File: src/rtl/handshake_rx_unpacker.sv
// -----------------------------------------------------------------------------
// handshake_rx_unpacker
//
// Sits directly after the destination side of a handshake synchronizer. A
// rising edge of in_valid seen while idle captures one WIDTH-bit word. The word
// is then sent out MSB byte first on a valid/ready byte port. When CHK_EN is
// set, an XOR checksum byte of all payload bytes follows the payload. busy
// stays high while a word is in flight, so the synchronizer holds back the
// next word.
//
// Parameters
//   WIDTH     input word width, a multiple of 8 (NB = WIDTH/8 bytes)
//   CHK_EN    1: append checksum byte, 0: payload bytes only
//
// Ports
//   clk        in   destination clock
//   rst        in   asynchronous active-high reset
//   in_valid   in   word-present level from the synchronizer
//   in_data    in   word from the synchronizer, sampled in the capture cycle
//   busy       out  high whenever a word is being serialized
//   out_valid  out  byte available
//   out_data   out  current byte
//   out_ready  in   downstream accepts the byte when high with out_valid
//   out_last   out  final byte of a word (checksum, or payload byte NB-1)
//   word_cnt   out  number of fully emitted words, wrapping
// -----------------------------------------------------------------------------
module handshake_rx_unpacker #(
    parameter int WIDTH  = 32,
    parameter bit CHK_EN = 1'b1
) (
    input  logic             clk,
    input  logic             rst,
    input  logic             in_valid,
    input  logic [WIDTH-1:0] in_data,
    output logic             busy,
    output logic             out_valid,
    output logic [7:0]       out_data,
    input  logic             out_ready,
    output logic             out_last,
    output logic [15:0]      word_cnt
);

    localparam int NB    = WIDTH / 8;
    localparam int IDX_W = (NB > 1) ? $clog2(NB) : 1;
    localparam logic [IDX_W-1:0] LAST_IDX = IDX_W'(NB - 1);
    // Index of the byte whose acceptance makes the next byte the final one.
    localparam logic [IDX_W-1:0] PEN_IDX  = IDX_W'((NB > 1) ? (NB - 2) : 0);
    localparam logic FIRST_IS_LAST = ((NB == 1) && (CHK_EN == 1'b0));

    typedef enum logic [1:0] {
        ST_IDLE = 2'd0,
        ST_SEND = 2'd1,
        ST_CHK  = 2'd2
    } state_t;

    state_t           state_q, state_d;
    logic             v_d_q;
    logic [WIDTH-1:0] shreg_q, shreg_d;
    logic [IDX_W-1:0] idx_q, idx_d;
    logic [7:0]       chk_q, chk_d;
    logic             busy_q, busy_d;
    logic             out_valid_q, out_valid_d;
    logic [7:0]       out_data_q, out_data_d;
    logic             out_last_q, out_last_d;
    logic [15:0]      word_cnt_q, word_cnt_d;

    logic             capture_s;
    logic             accept_s;
    logic [7:0]       chk_next_s;

    // A capture needs a fresh 0->1 edge of in_valid while idle.
    assign capture_s  = in_valid && !v_d_q && (state_q == ST_IDLE);
    assign accept_s   = out_valid_q && out_ready;
    assign chk_next_s = chk_q ^ out_data_q;

    // Next-state and next-output decode. The shift register holds the bytes
    // that are not yet presented, so the next byte is always its top byte.
    always_comb begin
        state_d     = state_q;
        shreg_d     = shreg_q;
        idx_d       = idx_q;
        chk_d       = chk_q;
        busy_d      = busy_q;
        out_valid_d = out_valid_q;
        out_data_d  = out_data_q;
        out_last_d  = out_last_q;
        word_cnt_d  = word_cnt_q;

        case (state_q)
            ST_IDLE: begin
                if (capture_s) begin
                    state_d     = ST_SEND;
                    shreg_d     = in_data << 8;
                    idx_d       = '0;
                    chk_d       = 8'h00;
                    busy_d      = 1'b1;
                    out_valid_d = 1'b1;
                    out_data_d  = in_data[WIDTH-1 -: 8];
                    out_last_d  = FIRST_IS_LAST;
                end else begin
                    busy_d      = 1'b0;
                    out_valid_d = 1'b0;
                    out_data_d  = 8'h00;
                    out_last_d  = 1'b0;
                end
            end

            ST_SEND: begin
                if (accept_s) begin
                    chk_d = chk_next_s;
                    idx_d = idx_q + IDX_W'(1);
                    if (idx_q == LAST_IDX) begin
                        if (CHK_EN) begin
                            state_d     = ST_CHK;
                            out_data_d  = chk_next_s;
                            out_last_d  = 1'b1;
                        end else begin
                            state_d     = ST_IDLE;
                            busy_d      = 1'b0;
                            out_valid_d = 1'b0;
                            out_data_d  = 8'h00;
                            out_last_d  = 1'b0;
                            word_cnt_d  = word_cnt_q + 16'd1;
                        end
                    end else begin
                        shreg_d    = shreg_q << 8;
                        out_data_d = shreg_q[WIDTH-1 -: 8];
                        out_last_d = (idx_q == PEN_IDX) && (CHK_EN == 1'b0);
                    end
                end else begin
                    state_d = ST_SEND;
                end
            end

            ST_CHK: begin
                if (accept_s) begin
                    state_d     = ST_IDLE;
                    busy_d      = 1'b0;
                    out_valid_d = 1'b0;
                    out_data_d  = 8'h00;
                    out_last_d  = 1'b0;
                    word_cnt_d  = word_cnt_q + 16'd1;
                end else begin
                    state_d = ST_CHK;
                end
            end

            default: begin
                state_d     = ST_IDLE;
                busy_d      = 1'b0;
                out_valid_d = 1'b0;
                out_data_d  = 8'h00;
                out_last_d  = 1'b0;
            end
        endcase
    end

    // State, datapath and registered outputs; reset discards any partial word.
    always_ff @(posedge clk or posedge rst) begin
        if (rst) begin
            state_q     <= ST_IDLE;
            v_d_q       <= 1'b0;
            shreg_q     <= '0;
            idx_q       <= '0;
            chk_q       <= 8'h00;
            busy_q      <= 1'b0;
            out_valid_q <= 1'b0;
            out_data_q  <= 8'h00;
            out_last_q  <= 1'b0;
            word_cnt_q  <= 16'h0000;
        end else begin
            state_q     <= state_d;
            v_d_q       <= in_valid;
            shreg_q     <= shreg_d;
            idx_q       <= idx_d;
            chk_q       <= chk_d;
            busy_q      <= busy_d;
            out_valid_q <= out_valid_d;
            out_data_q  <= out_data_d;
            out_last_q  <= out_last_d;
            word_cnt_q  <= word_cnt_d;
        end
    end

    assign busy      = busy_q;
    assign out_valid = out_valid_q;
    assign out_data  = out_data_q;
    assign out_last  = out_last_q;
    assign word_cnt  = word_cnt_q;

endmodule
File: config.mk
export PLATFORM = sky130hd
export DESIGN_NAME = handshake_rx_unpacker
export DESIGN_NICKNAME = d
export VERILOG_FILES = /design/src/rtl/handshake_rx_unpacker.sv
export SDC_FILE = /design/constraint.sdc
export NUM_CORES = 1
export LEC_CHECK = 0
export ABC_AREA = 1
export CAP_MARGIN = 20
export CORE_MARGIN = 2
export CORE_UTILIZATION = 25
export DETAILED_ROUTE_END_ITERATION = 8
export RECOVER_POWER = 50
export SLEW_MARGIN = 15
export SYNTH_ARGS = -nofsm -noshare
export SYNTH_HDL_FRONTEND = slang
export SYNTH_SLANG_ARGS = --single-unit
File: constraint.sdc
create_clock -name clk -period 2.85 [get_ports clk]
set_clock_uncertainty 0.2 [all_clocks]
set_input_delay 0.4275 -clock clk [delete_from_list [all_inputs] [get_ports clk]]
set_output_delay 0.4275 -clock clk [all_outputs]
set_load 0.01 [all_outputs]
==> Yosys cells after proc, flatten, opt, wreduce, memory -nomap -nowiden <==
Index checks and enable logic that the tools add are counted.
{ "word_totals": {"rom_bits": 0, "inputBits": 36, "word_cells": 59, "reg_bits": 71, "n_memories": 0, "mem_bits_rw": 0, "out_inout_bits": 27, "latchBits": 0} }
{ "classes": {"div_mod_pow": 0, "mul": 0, "n_lt_le_gt_ge": 0, "eq_ne": 8, "muxes": 26, "bitwise_logic": 2, "reduce_logical": 12, "n_shift": 0, "n_addsub": 2} }
{ "ops": {"columns": ["operator", "count"], "rows": [
  ["$mux 32", 3],
  ["$pmux 32 s2", 1],
  ["$mux 8", 6],
  ["$pmux 8 s3", 1],
  ["$add 16x1->16 const B", 1],
  ["$pmux 8 s2", 1],
  ["$mux 2", 6],
  ["$ne 2x2->1 const B", 4],
  ["$reduce_and 2->1", 4],
  ["$xor 8x8->8", 1],
  ["$pmux 2 s3", 1],
  ["$eq 2x2->1 const B", 2],
  ["$mux 1", 4],
  ["$pmux 2 s2", 1],
  ["$reduce_and 4->1", 1],
  ["$logic_and 1x1->1", 3],
  ["$ne 3x3->1 const B", 1],
  ["$pmux 1 s3", 1],
  ["$reduce_and 3->1", 1],
  ["$add 2x1->2 const B", 1],
  ["$eq 2x1->1 const B", 1],
  ["$logic_not 2->1", 1],
  ["$pmux 1 s2", 1],
  ["$reduce_bool 2->1", 1],
  ["other kinds (2)", 2]
]} }

==> Depth between registers and ports, before layout <==
{ "depth": {"word_depth": 5, "mapped_depth": 9, "depth_no_buf": 9} }

==> Worst setup path after synthesis <==
OpenSTA, ideal clock, no wires.
{ "synth_timing": {"path_type": "register to register", "start": "reg idx_q[0]", "end": "reg out_data_q[0] (netlist: out_data[0])", "setup_ps": 117, "t_required_ps": 2533, "period_less_slack_ps": 1490, "setup_slack_ps": 1360, "stages_incl_launch_ff": 10, "arrival_ps": 1173, "path_buffers": 2, "cell_sequence": "dfrtp_1 ha_1 buf_2 buf_2 nor2_1 nor2_1 nand2_1 nand2_1 nand2_1 nand2_1"} }
{ "synth_between": {"elab_chain_cells": 4} }
{ "synth_rtl": {"columns": ["element", "line", "rtl"], "rows": [
  ["start, declared", "59", "logic [IDX_W-1:0] idx_q, idx_d;"],
  ["start signal, assigned", "175", "idx_q <= idx_d;"],
  ["$eq 2x2->1", "112", "if (idx_q == LAST_IDX) begin"],
  ["$mux 8", "112", null],
  ["$mux 8", "109", "if (accept_s) begin"],
  ["$pmux 8 s3", "89", "case (state_q)"],
  ["end signal, assigned", "179", "out_data_q <= out_data_d;"],
  ["end, declared", "63", "logic [7:0] out_data_q, out_data_d;"]
]} }
No other way between the ends. The select of a mux whose other input is x is not followed.
A chain may end at the register's enable or synchronous reset.

==> Final worst setup path <==
{ "layout_timing": {"start": "in in_valid", "end": "reg out_data_q[6] (netlist: out_data[6])"} }
{ "layout_between": {"elab_chain_cells": 4} }
{ "layout_rtl": {"columns": ["element", "line", "rtl"], "rows": [
  ["start, declared", "33", "input logic in_valid,"],
  ["$logic_and 1x1->1 (2 in a row)", "72", "assign capture_s = in_valid && !v_d_q && (state_q == ST_IDLE);"],
  ["$mux 8", "91", "if (capture_s) begin"],
  ["$pmux 8 s3", "89", null]
]} }
No other way between the ends.

==> results list <==
- Result of the run: finished with violations
- The checks that failed: capacitance limit, slew limit.
* Antenna violations before repair: 0
- The startpoint identified for the worst hold timing path is shreg_q[11].
- The clock period could shrink to roughly 2.2 ns.
- Of the cells placed in the final design, the portion with a size suffix greater than 1 is 0.0696.
- DRC viols: 0
- In this run the critical register-to-register path is launched from state_q[1].
* Hold Crit Class: reg2reg
- The final hold violation count was 0.
- Top FF cell, synth: sky130_fd_sc_hd__dfrtp_1
- Register area share after synthesis: 0.506
* Sum of buffers and inverters on the critical path: 3
* Synthesis-stage register bit count: between 60 and 70
* Dominant combinational cell family by area after synthesis: simple AND/OR/NAND/NOR gates
* Crit Path Category: in2reg
* Combinational power share: 0.035
- Xor-xnor portion of the synthesized cell area: 0.0506
- The critical path goes through dlygate4sd3_1, inv_1, nor2_1, nand3_2, inv_1, nand2_1, nand2_1, nand2_1, nand2_1.
- The die covers 13400 sq um.
- Sw Share: 0.200
- During I/O placement, the number of pins put on the boundary was 63.
- Total power for the finished layout comes to about 2.1 mW.
- Commonest cells in the netlist: sky130_fd_sc_hd__nand2_1, sky130_fd_sc_hd__dfrtp_1, sky130_fd_sc_hd__nor2_1, sky130_fd_sc_hd__inv_1, sky130_fd_sc_hd__nand3_1
* Number of stages on the worst hold path: 2
* Pwr/cell area: about 500 nW/um^2
- Clk root buf: sky130_fd_sc_hd__clkbuf_16
- Worst-Skew Late Latency: approximately 0.33 ns
- TritonCTS built the clock tree.
- First-pass detailed-route iteration total: 4
* Data required, critical path: just under 3 ns
* Endpoint of the worst-slack reg-to-reg timing path: shreg_q[20]
- Fin. max-slew vios: 64
- Routability congestion estimate: about 0.76
- The count of buffers added on input and output ports is slightly above 60.
- TritonCTS Sinks: 63
- Summed over all nets, the switching power comes to 0.426 mW.
- After floorplanning, the core was divided into 40 placement rows.
- The compound-gate portion of the synthesized area was 0.0482.
- Internal power of the cells: ~1.7 mW
* Portion of synthesized cell area occupied by the leading cell type: 0.506
- STA puts the critical path data arrival time at roughly 2.3 ns.
* Clock transition at the registers of the reported paths: around 0.06 ns
- Height of the chip: between 100 and 150 um
* Yosys Warn Count: 0
* Final worst-path cycle share: 0.770
- Cell variety after synth: 23
* Mean area per synthesized cell: around 8.6 sq um
- Of the total synthesized cell area, the portion taken by full adders, half adders and majority gates is 0.00804.
* Highest Clock Rate: 456 MHz
- DP HPWL: just under 5000 um
- Clock group share of total power: 0.543
- Seq pwr share: 0.422
* Routed Wire Length: 6890 um
* Dominant cell type by count on the critical path: sky130_fd_sc_hd__nand2_1
- Setup violations remaining at the end of the flow were counted as 0.
- sky130_fd_sc_hd__dfrtp_1 takes more of the synthesized area than any other cell.
- Cell with the biggest individual delay on the critical path: sky130_fd_sc_hd__dlygate4sd3_1
- The worst register-to-register path has a depth of 8.
- Synthesis produced a netlist whose cell count is roughly 360.
- Detail Route Antenna Nets: 0
- Broken down by cell family, the worst path's largest delay share belongs to buffers and inverters.
* Congestion Overflow GR: 0
- Kind of capture point of the worst setup path: flop
- Longest Clk Path Bufs: 2
- For this configuration, the core starts out at a cell density of 0.258.
- Total clock buffers created by CTS: 9
- # hold bufs at CTS: 0
* Lkg Pwr: 2.13 nW
- Worst max-slew margin expressed relative to the limit: -0.0584
- The number of gates resized after CTS was 0.
- Least-Margin Pin Slew: roughly 1.6 ns
- H-tree levels: 3
- Cell area after synthesis: 3110 sq um
- The synthesized design contains 0 enable-type register cells.
- Worst vdd rail ir drop: 276 uV
* Via Count: 2446
- DRC violation total after the first TritonRoute iteration: 169
- MaxCap Viol Count: 1
* Placeable core region: approximately 12000 sq um
* Leading cell types by total area after synthesis: sky130_fd_sc_hd__dfrtp_1, sky130_fd_sc_hd__nand2_1, sky130_fd_sc_hd__mux2i_1
- Area Growth Syn to Fin: 33.8%
- Setup Fix Bufs, Post-CTS: 0
- Wire length per cell: about 12 um
* Count of antenna diodes in the layout: 0
* Via count of the first global-routing pass: between 2000 and 2500
* Maximum fanout along the worst path: 16
* Routed vias/inst: between 4 and 5
* Worst Hold Path EP: shreg_q[11]
- For this run, the slowest stage of the critical path takes between 0.5 and 0.6 ns.
- Entering global routing, the biggest net connects between 60 and 70 pins.
- Setup TNS: 0 ns
* Global Route Usage Sum: 0.110
- The worst setup path is launched from an input port.
- Post-Synthesis Net Count: ~400
* Dominant cell by count in the synthesized netlist: sky130_fd_sc_hd__nand2_1
- FFs w/ async S/R, synth: 1.00
* First-pass GRT wire length: about 11000 um
- Setup repair after global routing left no endpoint under its margin.
- Width of the die: 116 um
- Post-synthesis share of cell area spent on and, or, nand and nor gates: 0.272
- In this run the register-to-register setup slack is 0.79 ns.
* NumNets Final: about 460
- Post-synthesis mux area share: 0.0514
## cell usage in the layout, fill, tap and decap left out, drive strengths merged
cell type	instances
o21ai	26
xnor2	13
nand2	138
dfrtp	63
nand3b	1
bufinv	2
a21oi	1
buf	2
nand4	4
mux2i	16
nor2	30
clkinv	5
clkinvlp	1
xor2	5
clkbuf	10
dlygate4sd3	2
clkdlybuf4s50	60
ha	2
nand3	21
o21bai	2
inv	27
## worst register-to-register path, delay by kind of cell (launching register included)
kind | cells | cell delay (ns)
simple gates | 5 | 0.89
flops | 1 | 0.39
buf+inv | 2 | 0.37
compound gates | 1 | 0.07
## power groups by stage
stage	Sequential, mW	Combinational (mW)	Clock, mW
floorplan	0.912	0.0203	0
global placement	0.912	0.0816	0
detailed placement	0.912	0.0820	0
CTS	0.896	0.0823	1.18
global route	0.896	0.0843	1.22
finish	0.896	0.0754	1.15
## routing by layer
metal,GRT usage,share of wire,vias up
met3,0.0314,0.048,8
met2,0.180,0.48,47
li1,-,-,1267
met4,0.0429,0.011,0
met5,0,0,-
met1,0.137,0.46,1124
## state kept, by name (all words and copies together) (netlist names)
signal	count
chk_q	8
idx_q	2
out_data	8
out_last	1
out_valid	1
shreg_q	24
state_q	2
v_d_q	1
word_cnt	16
## how the worst max path moves through the flow
stage	start	end	slack, ns	cells after the start
6_report	in_valid	out_data[6]	0.66	9
5_1_grt	rst	out_data[0]	0.36	3
4_1_cts	in_valid	out_data[0]	0.68	9
3_5_place_dp	in_valid	out_data[0]	0.36	9
3_3_place_gp	in_valid	out_data[4]	0.44	9
2_1_floorplan	rst	chk_q[0]	0.65	1
## area by class of cell
class	count	area, sq um
Clock inverter	7	87.6
Fill cell	1262	7900
Clock buffer	9	225
Inverter	28	105
Timing Repair Buffer	65	641
Tap cell	168	210
Sequential cell	63	1580
Multi-Input combinational cell	259	1320
## cells by family after synthesis
family / Yosys count
fa+ha+maj: 2
mux: 16
flops: 63
xor+xnor: 18
buf+inv: 41
compound gates: 29
simple gates: 194
## metrics by stage
step	cells	setup WS, ns	instance area, sq um	util	hold WS [ns]
3_3_place_gp	583	0.444	3890	0.322	0.253
6_report	599	0.655	4170	0.345	0.269
4_1_cts	599	0.683	4200	0.348	0.271
2_1_floorplan	363	0.653	3110	-	0.241
5_1_grt	599	0.357	4170	0.345	0.286
3_5_place_dp	583	0.357	3890	0.322	0.257
Power figures use the tool's default switching activity.
